===== src/rtl/rv32i_imm_gen.sv =====
// RV32I decode-stage immediate generator: all six immediate formats extracted
// in parallel plus an opcode-selected immediate, registered with one cycle latency.
module rv32i_imm_gen #(
  parameter int unsigned XLEN = 32
) (
  input  logic            clk,
  input  logic            rst,
  input  logic [XLEN-1:0] instruction,
  input  logic            in_valid,
  output logic [XLEN-1:0] i_imm,
  output logic [XLEN-1:0] i_shift_imm,
  output logic [XLEN-1:0] s_imm,
  output logic [XLEN-1:0] u_imm,
  output logic [XLEN-1:0] j_imm,
  output logic [XLEN-1:0] b_imm,
  output logic [XLEN-1:0] imm,
  output logic [2:0]      imm_type,
  output logic            out_valid
);

  typedef enum logic [2:0] {
    IMM_NONE   = 3'd0,
    IMM_I      = 3'd1,
    IMM_ISHIFT = 3'd2,
    IMM_S      = 3'd3,
    IMM_U      = 3'd4,
    IMM_J      = 3'd5,
    IMM_B      = 3'd6
  } imm_type_e;

  typedef enum logic [6:0] {
    OP_LOAD   = 7'b0000011,
    OP_IMM    = 7'b0010011,
    OP_AUIPC  = 7'b0010111,
    OP_STORE  = 7'b0100011,
    OP_LUI    = 7'b0110111,
    OP_BRANCH = 7'b1100011,
    OP_JALR   = 7'b1100111,
    OP_JAL    = 7'b1101111
  } opcode_e;

  logic            sign;
  logic [2:0]      funct3;
  opcode_e         opcode;

  logic [XLEN-1:0] i_imm_c;
  logic [XLEN-1:0] i_shift_imm_c;
  logic [XLEN-1:0] s_imm_c;
  logic [XLEN-1:0] u_imm_c;
  logic [XLEN-1:0] j_imm_c;
  logic [XLEN-1:0] b_imm_c;
  logic [XLEN-1:0] sel_imm;
  imm_type_e       sel_type;

  assign sign   = instruction[31];
  assign funct3 = instruction[14:12];
  assign opcode = opcode_e'(instruction[6:0]);

  // Format extraction ignores opcode/funct; sign always comes from bit 31.
  assign i_imm_c       = {{(XLEN-12){sign}}, instruction[31:20]};
  assign i_shift_imm_c = {{(XLEN-5){1'b0}}, instruction[24:20]};
  assign s_imm_c       = {{(XLEN-12){sign}}, instruction[31:25], instruction[11:7]};
  assign u_imm_c       = {instruction[31:12], 12'b0};
  assign j_imm_c       = {{(XLEN-21){sign}}, instruction[31], instruction[19:12],
                          instruction[20], instruction[30:21], 1'b0};
  assign b_imm_c       = {{(XLEN-13){sign}}, instruction[31], instruction[7],
                          instruction[30:25], instruction[11:8], 1'b0};

  always_comb begin
    sel_type = IMM_NONE;
    sel_imm  = '0;
    case (opcode)
      OP_IMM: begin
        // slli/srli/srai use the shamt field rather than the 12-bit immediate
        if (funct3 == 3'b001 || funct3 == 3'b101) begin
          sel_type = IMM_ISHIFT;
          sel_imm  = i_shift_imm_c;
        end else begin
          sel_type = IMM_I;
          sel_imm  = i_imm_c;
        end
      end
      OP_LOAD, OP_JALR: begin
        sel_type = IMM_I;
        sel_imm  = i_imm_c;
      end
      OP_STORE: begin
        sel_type = IMM_S;
        sel_imm  = s_imm_c;
      end
      OP_LUI, OP_AUIPC: begin
        sel_type = IMM_U;
        sel_imm  = u_imm_c;
      end
      OP_JAL: begin
        sel_type = IMM_J;
        sel_imm  = j_imm_c;
      end
      OP_BRANCH: begin
        sel_type = IMM_B;
        sel_imm  = b_imm_c;
      end
      default: begin
        sel_type = IMM_NONE;
        sel_imm  = '0;
      end
    endcase
  end

  always_ff @(posedge clk) begin
    if (rst) begin
      i_imm       <= '0;
      i_shift_imm <= '0;
      s_imm       <= '0;
      u_imm       <= '0;
      j_imm       <= '0;
      b_imm       <= '0;
      imm         <= '0;
      imm_type    <= '0;
      out_valid   <= 1'b0;
    end else begin
      i_imm       <= i_imm_c;
      i_shift_imm <= i_shift_imm_c;
      s_imm       <= s_imm_c;
      u_imm       <= u_imm_c;
      j_imm       <= j_imm_c;
      b_imm       <= b_imm_c;
      imm         <= sel_imm;
      imm_type    <= sel_type;
      out_valid   <= in_valid;
    end
  end

endmodule


===== config.mk =====
export PLATFORM = sky130hd
export DESIGN_NAME = rv32i_imm_gen
export DESIGN_NICKNAME = d
export VERILOG_FILES = /design/src/rtl/rv32i_imm_gen.sv
export SDC_FILE = /design/constraint.sdc
export NUM_CORES = 1
export LEC_CHECK = 0
export ABC_CLOCK_PERIOD_IN_PS = 2400
export CAP_MARGIN = 20
export CORE_UTILIZATION = 25
export CTS_CLUSTER_DIAMETER = 120
export DETAILED_ROUTE_END_ITERATION = 10
export HOLD_SLACK_MARGIN = 0.15
export SYNTH_ARGS = -nofsm -noshare
export SYNTH_HDL_FRONTEND = slang
export SYNTH_SLANG_ARGS = --single-unit

===== constraint.sdc =====
create_clock -name clk -period 2.4 [get_ports clk]
set_input_delay 0.48 -clock clk [delete_from_list [all_inputs] [get_ports clk]]
set_output_delay 0.48 -clock clk [all_outputs]
set_load 0.01 [all_outputs]

==> summary.txt <==
Clocking
  • Root Driver: sky130_fd_sc_hd__clkbuf_16
  • CTS Buffer Depth: 2
  • CTS tree: built
  • Maximum level of the CTS H-tree: 3
  • CTS resizes: 0
  • Post-CTS Setup Bufs: 0
  • Register clock-pin slew on the reported worst setup and hold paths: approximately 0.05 ns
  • CTS buffer count: 9
  • Hold-fix buffers, CTS: 0
  • Clock sink count: 61

Worst setup path
  • Data arrival at the endpoint of the critical path: between 1.5 and 2 ns
  • Critical path peak fanout: 75
  • Worst setup SP type: flip-flop
  • Critical path data required time: 1.92 ns
  • Kind of capture point of the worst setup path: output pin
  • Path type of the worst setup path: reg -> out

Pwr
  • Power dissipated by switching net loads: 0.660 mW
  • Total power of the final layout: 2.78 mW
  • Net switching share of the total power: 23.7%
  • Maximum resistive drop on vdd: 267 uV
  • Sequential cell fraction of total power: a little under two fifths
  • Logic gate share of total power: 19.5%
  • Pwr dens: 556 mW/mm2
  • Leakage component of the power: around 1.8 nW
  • Clock power share: between 40% and 50%
  • Cell Int Power: around 2.1 mW

Floorplanning
  • Core area: 0.0132 mm2
  • Overall die area: 0.0140 mm2
  • Height of the die: 118 um
  • IO Pins: 263
  • Standard-cell row count: 42
  • Starting density of the core: roughly 26%
  • Die W: between 100 and 150 um

Yosys
  • Syn Inst Count: approximately 370
  • Multiplexer fraction of the synthesized cell area: 0%
  • Post-synthesis simple-gate area fraction: 15.3%
  • Main combinational cell family by area after synthesis: buffers and inverters
  • Fraction of the mapped netlist area in adder cells: 0%
  • Post-synth top area share: 37.3%
  • Total of warnings raised by yosys: 0
  • Post-synthesis instance area: about 0.0034 mm2
  • Async S/R FF share, synth: 0%
  • Dominant cell type by area after synthesis: sky130_fd_sc_hd__buf_4
  • Synthesized-area fraction occupied by ao, oa, aoi and oai cells: under 10%
  • Xor and xnor area share after synthesis: 0%
  • Cells taking the most area after synthesis: sky130_fd_sc_hd__buf_4, sky130_fd_sc_hd__dfxtp_1, sky130_fd_sc_hd__nor2b_1
  • Synth Flop Type: sky130_fd_sc_hd__dfxtp_1
  • Share of synthesized area occupied by flip-flops and latches: 36.1%
  • Unique cell type count in the Yosys netlist: 40
  • Synth Area per Inst: between 9 and 10 um2
  • Register bit count reported by yosys: 61
  • EDFF count, synth: 0

Job
  • Reported max-cap violation count: 0

STA
  • Unrepaired setup endpoints after global routing: false
  • Worst slew margin relative to its limit: between 60% and 70%
  • Final setup vio count: 0
  • Setup TNS: 0 ns
  • Time the worst path needs with I/O delays and setup: between 2 and 2.5 ns
  • Transition time of the tightest slew-check pin: slightly above 0.5 ns
  • Tcrit/Tclk final: 83.6%
  • Slew Limit Fails: 0
  • Hold Violations, Final: 0
  • Max Clock Freq: 498 MHz

Outcome
  • Result of the run: finished, final reports clean

Layout
  • Area of the multi-input gates: just under 0.001 mm2
  • Post-route cell area: 0.00500 mm2
  • Most common library cell in the layout ignoring fill and taps: sky130_fd_sc_hd__clkdlybuf4s50_1
  • Count of placed standard cells in the final layout, fillers left out: 648
  • Synth-to-Final Area Change: 47.7%
  • Register cell area after layout: about 0.0012 mm2
  • Number of nets in the layout: ~500
  • Total of fill cells in the finished design: between 1000 and 1500
  • Share of cells above drive strength 1: 10.6%
  • Antenna cell count: 0
  • Commonest cells after routing, fill and taps aside: sky130_fd_sc_hd__clkdlybuf4s50_1, sky130_fd_sc_hd__dfxtp_1, sky130_fd_sc_hd__conb_1

Global routing
  • Number of global-route vias before repair: 2199
  • Global-route wire length before repair: about 12 mm
  • GRT Overall Usage: 11.7%
  • Largest net degree at the start of global routing: 76
  • Total overflow reported by the global router: 0
  • Number of antenna violations at the first check in global routing: 0

Placed design
  • Half-perimeter wire length after placement: around 6.7 mm
  • Post-detailed-placement cell area: ~0.0047 mm2
  • Final GP Congestion: 0.795
  • Placed Instances: 633
  • Quantity of I/O buffers inserted on ports: 221

Routing
  • DRT Wirelength: between 8 and 9 mm
  • Post-route DRC violation count: 0
  • Detail Route met2 WL: roughly 4.3 mm
  • Violation count after the first detailed-routing iteration: 47
  • Met1 wire length: between 3 and 4 mm
  • Number of detailed-routing iterations run before antenna repair: 6
  • Uppermost metal layer occupied by signal nets: met4
  • Detailed-routed wire length on met3: 649 um
  • Average wire per cell in the routed design: between 10 and 15 um
  • Vias: roughly 2400
  • Number of nets with antenna violations after detailed routing: 0
  • Via count normalized by instance count: about 3.7

Hold path
  • Worst Hold Class: in -> reg
==> path summary, 6_finish.rpt <==
path | cells past startpoint | start | to
setup / recovery | 2 | i_imm[11] | s_imm[24]
hold / removal | 2 | in_valid | out_valid
==> state kept, by name, indices dropped and copies added, names as in the netlist <==
signal,cells
imm,32
u_imm,8
i_imm,12
s_imm,5
imm_type,3
out_valid,1
==> stage by stage <==
step                      hold WS (ns)  util [%]  setup WS [ns]
after global routing             0.709      37.8          0.294
after CTS                        0.707      37.8          0.368
after global placement            1.04      35.6          0.141
final                            0.718      37.8          0.394
after floorplan                  0.608         -         0.0827
after detailed placement          1.04      35.6          0.107
==> worst max-delay path: stages, from the launching register on <==
cell                              delay, ns
sky130_fd_sc_hd__dfxtp_2               0.34
sky130_fd_sc_hd__buf_12                0.25
sky130_fd_sc_hd__clkdlybuf4s50_1       0.60
==> layout make-up <==
type                       count  area share [%]
multi-input combinational    166            19.8
clock inverter                 1           0.100
sequential                    61            24.4
tap                          176            4.40
timing repair buffer         229            45.7
inverter                       1          0.0751
clock buffer                  14            5.48
==> synthesized netlist by cell type (all sizes together), types with 2 or more instances <==
cell type  instances
nor2b             28
o21ai              2
and3               7
a21oi             23
buf              174
dfxtp             61
nand3b             3
o21a               2
a31oi              2
nor2              13
a22oi              4
nand2             23
clkbuf             3
nor3               2
==> cells by family after synthesis <==
logic type             after synthesis
AOI/OAI and AO/OA                   40
buffers and inverters              178
DFF                                 61
other                                1
and+or+nand+nor                     85
==> layer usage <==
metal | track usage, % | vias to the layer above
met5 | 0 | -
met3 | 3.67 | 8
met1 | 12.8 | 1098
met2 | 21.5 | 152
li1 | - | 1165
met4 | 3.24 | 0
==> power by group through the flow <==
stage	Combinational (mW)	Clock (mW)	Sequential (mW)
after floorplan	0.372	0	1.10
after global placement	0.543	0	1.08
after CTS	0.547	1.23	1.06
after global routing	0.575	1.28	1.06
after detailed placement	0.546	0	1.08
final	0.542	1.18	1.06
(Power assumes the default switching activity.)
